==> src/rtl/axi_read_arbiter.sv <==
// Shares the single AXI read channel (AR/R) between icache refill (port 0) and
// dcache refill/uncached load (port 1): one burst in flight, round-robin on ties.
module axi_read_arbiter #(
  parameter logic [3:0]  ID_I   = 4'd0,
  parameter logic [3:0]  ID_D   = 4'd1,
  parameter int unsigned ADDR_W = 32
) (
  input  logic              clk,
  input  logic              rst,
  input  logic [1:0]        req_valid,
  input  logic [ADDR_W-1:0] req_addr0,
  input  logic [ADDR_W-1:0] req_addr1,
  input  logic [3:0]        req_len0,
  input  logic [3:0]        req_len1,
  output logic [1:0]        req_ready,
  output logic [31:0]       resp_data,
  output logic [1:0]        resp_valid,
  output logic              resp_last,
  output logic              resp_err,
  output logic [3:0]        arid,
  output logic [ADDR_W-1:0] araddr,
  output logic [3:0]        arlen,
  output logic [2:0]        arsize,
  output logic [1:0]        arburst,
  output logic              arvalid,
  input  logic              arready,
  input  logic [3:0]        rid,
  input  logic [31:0]       rdata,
  input  logic [1:0]        rresp,
  input  logic              rlast,
  input  logic              rvalid,
  output logic              rready
);

  localparam int unsigned LEN_W  = 4;
  localparam int unsigned ID_W   = 4;
  localparam int unsigned DATA_W = 32;

  localparam logic [2:0] SIZE_4B = 3'b010;
  localparam logic [1:0] BURST_INCR = 2'b01;

  typedef enum logic [1:0] {
    IDLE = 2'd0,
    ADDR = 2'd1,
    DATA = 2'd2
  } state_t;

  state_t            state_q;
  state_t            state_d;
  logic              owner_q;
  logic              last_grant_q;
  logic              winner_c;
  logic              load_c;
  logic              burst_done_c;
  logic [1:0]        owner_onehot_c;
  logic [LEN_W-1:0]  win_len_c;
  logic [ID_W-1:0]   win_id_c;
  logic [ADDR_W-1:0] win_addr_c;
  logic              unused_rsig;

  assign arsize  = SIZE_4B;
  assign arburst = BURST_INCR;

  // R payload is a straight pass-through; only resp_valid qualifies it
  assign resp_data = DATA_W'(rdata);
  assign resp_last = rlast;
  assign resp_err  = rresp[1];

  // Only one burst is ever outstanding, so rid and rresp[0] carry no information
  assign unused_rsig = ^{rid, rresp[0]};

  // Winner: the sole requester, or on a tie the port that did not go last
  always_comb begin
    winner_c = req_valid[1];
    if (req_valid == 2'b11) begin
      winner_c = ~last_grant_q;
    end
    win_addr_c = winner_c ? req_addr1 : req_addr0;
    win_len_c  = winner_c ? req_len1  : req_len0;
    win_id_c   = winner_c ? ID_D      : ID_I;
  end

  always_ff @(posedge clk or posedge rst) begin
    if (rst) begin
      state_q <= IDLE;
    end else begin
      state_q <= state_d;
    end
  end

  always_comb begin
    state_d        = state_q;
    load_c         = 1'b0;
    burst_done_c   = 1'b0;
    req_ready      = 2'b00;
    resp_valid     = 2'b00;
    owner_onehot_c = owner_q ? 2'b10 : 2'b01;
    case (state_q)
      IDLE: begin
        if (|req_valid) begin
          load_c  = 1'b1;
          state_d = ADDR;
        end
      end
      ADDR: begin
        if (arvalid && arready) begin
          req_ready = owner_onehot_c;
          state_d   = DATA;
        end
      end
      DATA: begin
        if (rvalid) begin
          resp_valid = owner_onehot_c;
        end
        // Error beats do not end the burst; only rlast does
        if (rvalid && rlast) begin
          burst_done_c = 1'b1;
          state_d      = IDLE;
        end
      end
      default: begin
        state_d = IDLE;
      end
    endcase
  end

  // Handshake strobes follow the next state so they are clean flop outputs
  always_ff @(posedge clk or posedge rst) begin
    if (rst) begin
      arvalid <= 1'b0;
      rready  <= 1'b0;
    end else begin
      arvalid <= (state_d == ADDR);
      rready  <= (state_d == DATA);
    end
  end

  // AR fields are captured at grant and held until the handshake completes
  always_ff @(posedge clk or posedge rst) begin
    if (rst) begin
      owner_q      <= 1'b0;
      last_grant_q <= 1'b1;
      araddr       <= '0;
      arlen        <= '0;
      arid         <= '0;
    end else begin
      if (load_c) begin
        owner_q <= winner_c;
        araddr  <= win_addr_c;
        arlen   <= win_len_c;
        arid    <= win_id_c;
      end
      if (burst_done_c) begin
        last_grant_q <= owner_q;
      end
    end
  end

endmodule

==> config.mk <==
export PLATFORM = sky130hd
export DESIGN_NAME = axi_read_arbiter
export DESIGN_NICKNAME = d
export VERILOG_FILES = /design/src/rtl/axi_read_arbiter.sv
export SDC_FILE = /design/constraint.sdc
export NUM_CORES = 1
export LEC_CHECK = 0
export CAP_MARGIN = 0
export CORE_ASPECT_RATIO = 0.8
export CORE_MARGIN = 2
export CORE_UTILIZATION = 35
export DETAILED_ROUTE_END_ITERATION = 8
export DONT_BUFFER_PORTS = 1
export HOLD_SLACK_MARGIN = 0.15
export SYNTH_ARGS = -nofsm -noshare
export SYNTH_HDL_FRONTEND = slang
export SYNTH_SLANG_ARGS = --single-unit
==> constraint.sdc <==
create_clock -name clk -period 2.81 [get_ports clk]
set_input_delay 0.281 -clock clk [delete_from_list [all_inputs] [get_ports clk]]
set_output_delay 0.281 -clock clk [all_outputs]
set_load 0.02 [all_outputs]
# Word level (Yosys, flattened, before mapping)
# Index checks and enable logic that the tools add are counted.
[totals] ram_bits=0 reg_bits=46 output_inout_bits=85 word_cells=35 rom_bits=0 n_memories=0 input_bits=117 latchBits=0
[classes] multipliers=0 n_eq_ne=5 add_sub_neg=0 mux=17 magnitude_cmp=0 shifts=0 n_bitwise=1 n_div=0 reduce_logical=4
[op_table] op="$mux W32" n=1
[op_table] op="$mux W2" n=8
[op_table] op="$eq A2 B2 Y1 const B" n=3
[op_table] op="$mux W1" n=6
[op_table] op="$pmux W2 S3" n=1
[op_table] op="$eq A2 B1 Y1 const B" n=2
[op_table] op="$mux W4" n=1
[op_table] op="$logic_and A1 B1 Y1" n=2
[op_table] op="$logic_not A2 Y1" n=1
[op_table] op="$reduce_or A2 Y1" n=1
[op_table] op="$not A1 Y1" n=1

# Depth between registers and ports, before layout
[depth] ltp_word=4 ltp_mapped=5 depth_no_buf=3

# Least setup slack after synthesis
# No wires, ideal clock.
[synth_timing] path_kind="register to register" from="register last_grant_q" to="register araddr[0]" arrival_time_ns=1.449 n_path_buf=2 path_stages_with_launch=6 path_slack_ns=1.236 period_less_slack_ns=1.574 setup_ns=0.125 required_ns=2.685 cell_sequence="dfstp_2 a21bo_1 buf_6 buf_12 mux2_4 mux2_4"
[synth_between] elab_chain_len=3
[synth_lines] element="from (decl)" line_no="51" rtl="logic last_grant_q;"
[synth_lines] element="from (signal assigned)" line_no="154" rtl="last_grant_q <= owner_q;"
[synth_lines] element="$not A1 Y1" line_no="76" rtl="winner_c = ~last_grant_q;"
[synth_lines] element="$mux W1" line_no="75" rtl="if (req_valid == 2'b11) begin"
[synth_lines] element="$mux W32" line_no="78" rtl="win_addr_c = winner_c ? req_addr1 : req_addr0;"
[synth_lines] element="to (signal assigned)" line_no="149" rtl="araddr <= win_addr_c;"
[synth_lines] element="to (decl)" line_no="21" rtl="output logic [ADDR_W-1:0] araddr,"
# No other way between the ends.
# A chain may end at the register's enable or synchronous reset.

# Worst setup path after layout
[layout_timing] from="register last_grant_q" to="register araddr[30]"
# The elaborated chain is that of the path after synthesis.

==> results.md <==
- Outcome: completed
- Reg2reg path depth: 4
- Gr usage total: 0.0949
- WHS: between 0.15 and 0.2 ns
- Hold path depth: 3
- Final worst slack: 1.13 ns
- Chip width: approximately 100 um
- Sw frac: 0.394
- Root Driver: clkbuf_8
- CP max FO: 14
- FP Rows: 28
- Commonest non-fill, non-tap cell in the layout: mux2_4
- PwrDens: about 1200 nW/um^2
- Netlist cell types: 19
- ANT nets after route: 0
- Synthesized flop and latch total: between 40 and 50
- Hold Path Class: in2reg
- Max clock buf depth: 2
- Worst setup SP type: flop
- Gpl congestion: between 0.6 and 0.7
- Ant diodes: 0
- Clock slew at reported path FFs: about 0.08 ns
- DIE AREA: just over 8000 um^2
- Yosys warns: 0
- Hold Crit Start: rvalid
- GRT overflow: 0
- Crit path buffers/inverters: 1
- Clock Latency Late Sink: 0.28 ns
- Synth Instances: 190
- Final WL: ~4200 um
- Initial antenna violation count: 0
- Lkg Pwr: roughly 1.2 nW
- DRC violations left: 0
- Fmax: 0.596 GHz
- Core ar.: about 7400 um^2
- Switching pwr: approximately 0.0011 W
- CTS tree: built
- Arr. time, crit path: between 1.5 and 2 ns
- # Max-Cap Violations: 0
- WL per Instance: around 17 um
- R2r startpoint: last_grant_q
- Mean Syn Cell Area: 13.9 um^2
- Final setup TNS: 0 ns
- WHS Endpoint: rready
- TritonCTS Buffers: 5
- Die height: 81.6 um
- Reg-to-reg endpoint: araddr[30]
- Fin crit period: ~1.7 ns
- Critical Path End Type: flop
- H-tree levels: 2
- Hpwl dp: 2960 um
- Clock network power share: 0.124
- Worst path top cell family by delay: multiplexers
- Skew final: around 0.0057 ns
- IO buf count: 0
- Initial DRC count: 18
- Synthesis-to-layout area growth: -5.75%
- Clock sinks: 42
- Max stage delay on crit path: about 0.53 ns
- Routed vias/inst: around 5.0
- Post-Syn Area: between 2000 and 3000 um^2
- Worst path required time: 2.98 ns
- Vias in the first global route: roughly 1.2k
- Dpl ws: approximately 1.1 ns
- Layout cell share with drive strength beyond 1: 0.561
- Final nets: 274
- RSZ-0062 raised after global routing: no
- Period utilization: 0.597
- Maximum VDD drop: 0.606 mV
- Pins Over Slew Limit: 0
- CP Cell Sequence: a21bo_2, buf_4, mux2_4, mux2_4
- CTS resizes: 0
- Slew @ Worst Pin: just under 0.9 ns
- Setup CP Type: reg2reg
- Seq/Total Area, Yosys: 0.400
- Flop pwr share: 0.521
- Max-slew headroom: 0.414
- Final setup viols: 0
- Drt pass-1 iters: 2
- Final hold violations: 0
- Critical path's most frequent cell: mux2_4
- Pint: 0.00177 W
- Reg2Reg Setup Slack: approximately 1.1 ns
- Crit path max-delay cell type: dfstp_2
- DR vias: between 1k and 1.5k
- I/O pin cnt: 202
- Most frequent cells in the layout: mux2_4 (58), dfrtp_1 (41), mux2_2 (15), conb_1 (8), nand2_1 (6)
- First-pass GRT wire length: roughly 6100 um
- Comb power frac: 0.355
- Initial Util: 0.358
- Pin count of the biggest net entering global routing: 43
## cell usage after synthesis, drive strengths merged
cell | count | area (um^2)
nor2 | 5 | 18.8
inv | 3 | 11.3
a31o | 2 | 17.5
nor3 | 1 | 5.00
nand3 | 1 | 5.00
nor2b | 1 | 6.26
mux2 | 73 | 1040
buf | 51 | 420
a21bo | 1 | 10.0
nand4 | 1 | 6.26
mux2i | 1 | 10.0
nand2 | 6 | 22.5
dfstp | 1 | 26.3
conb | 2 | 7.51
dfrtp | 41 | 1030
## area by class of cell
cell class              count  area, um^2
repair buffers              5        52.6
well taps                  90         113
multi-input cells         100        1180
flip-flops and latches     42        1050
clock buffers               7        76.3
inverters                   3        11.3
fillers                   718        4880
## worst max path at each step
stage / from / end / slack [ns] / depth (start not counted)
5_1_grt: arvalid / req_ready[1] / 1.07 / 2
4_1_cts: last_grant_q / araddr[25] / 1.12 / 4
3_3_place_gp: last_grant_q / araddr[3] / 1.16 / 4
3_5_place_dp: last_grant_q / araddr[25] / 1.14 / 4
2_1_floorplan: last_grant_q / araddr[0] / 1.24 / 5
6_report: last_grant_q / araddr[30] / 1.13 / 4
## logic make-up after synthesis
| family | count (synthesis) | synth area share |
|---|---|---|
| flops | 42 | 0.400 |
| simple gates | 15 | 0.0242 |
| compound gates | 3 | 0.0105 |
| buf+inv | 54 | 0.164 |
| other cells | 2 | 0.00285 |
| mux | 74 | 0.399 |
## worst reg2reg max path, cell delays in order, from the launching register on
cell,delay [ns]
dfstp_2,0.53
a21bo_2,0.16
buf_4,0.28
mux2_4,0.34
mux2_4,0.26
## power groups by stage
stage          registers [W]  logic (W)  clock network (W)
2_1_floorplan        0.00145    0.00108                  0
3_3_place_gp         0.00154    0.00103                  0
3_5_place_dp         0.00153    0.00105                  0
4_1_cts              0.00153    0.00105           0.000387
5_1_grt              0.00157    0.00112           0.000412
6_report             0.00152    0.00104           0.000362
## stage by stage
stage,instances,instance area (um^2),utilization,power [W]
after global placement,239,2390,0.326,0.00257
after floorplan,196,2660,-,0.00252
final,247,2480,0.337,0.00292
after CTS,247,2480,0.337,0.00297
after global routing,247,2480,0.337,0.00310
after detailed placement,239,2390,0.326,0.00258
## repair_timing
| action | CTS | global route |
|---|---|---|
| hold endpoints to repair | 41 | 0 |
| hold buffers | 1 | 0 |
| setup buffers | 0 | 0 |
## sequential cells by signal (all words and copies together), names as in the netlist
name and cells:
last_grant_q 1, arvalid 1, araddr 32, state_q 2
rready 1, owner_q 1, arlen 4
## routing by layer
layer	vias to the layer above	GRT usage	part of all wire
met1	606	0.113	0.42
li1	527	-	-
met3	8	0.0434	0.11
met4	0	0.0338	0.0070
met5	-	0	0
met2	82	0.153	0.46
Power figures use the tool's default switching activity.
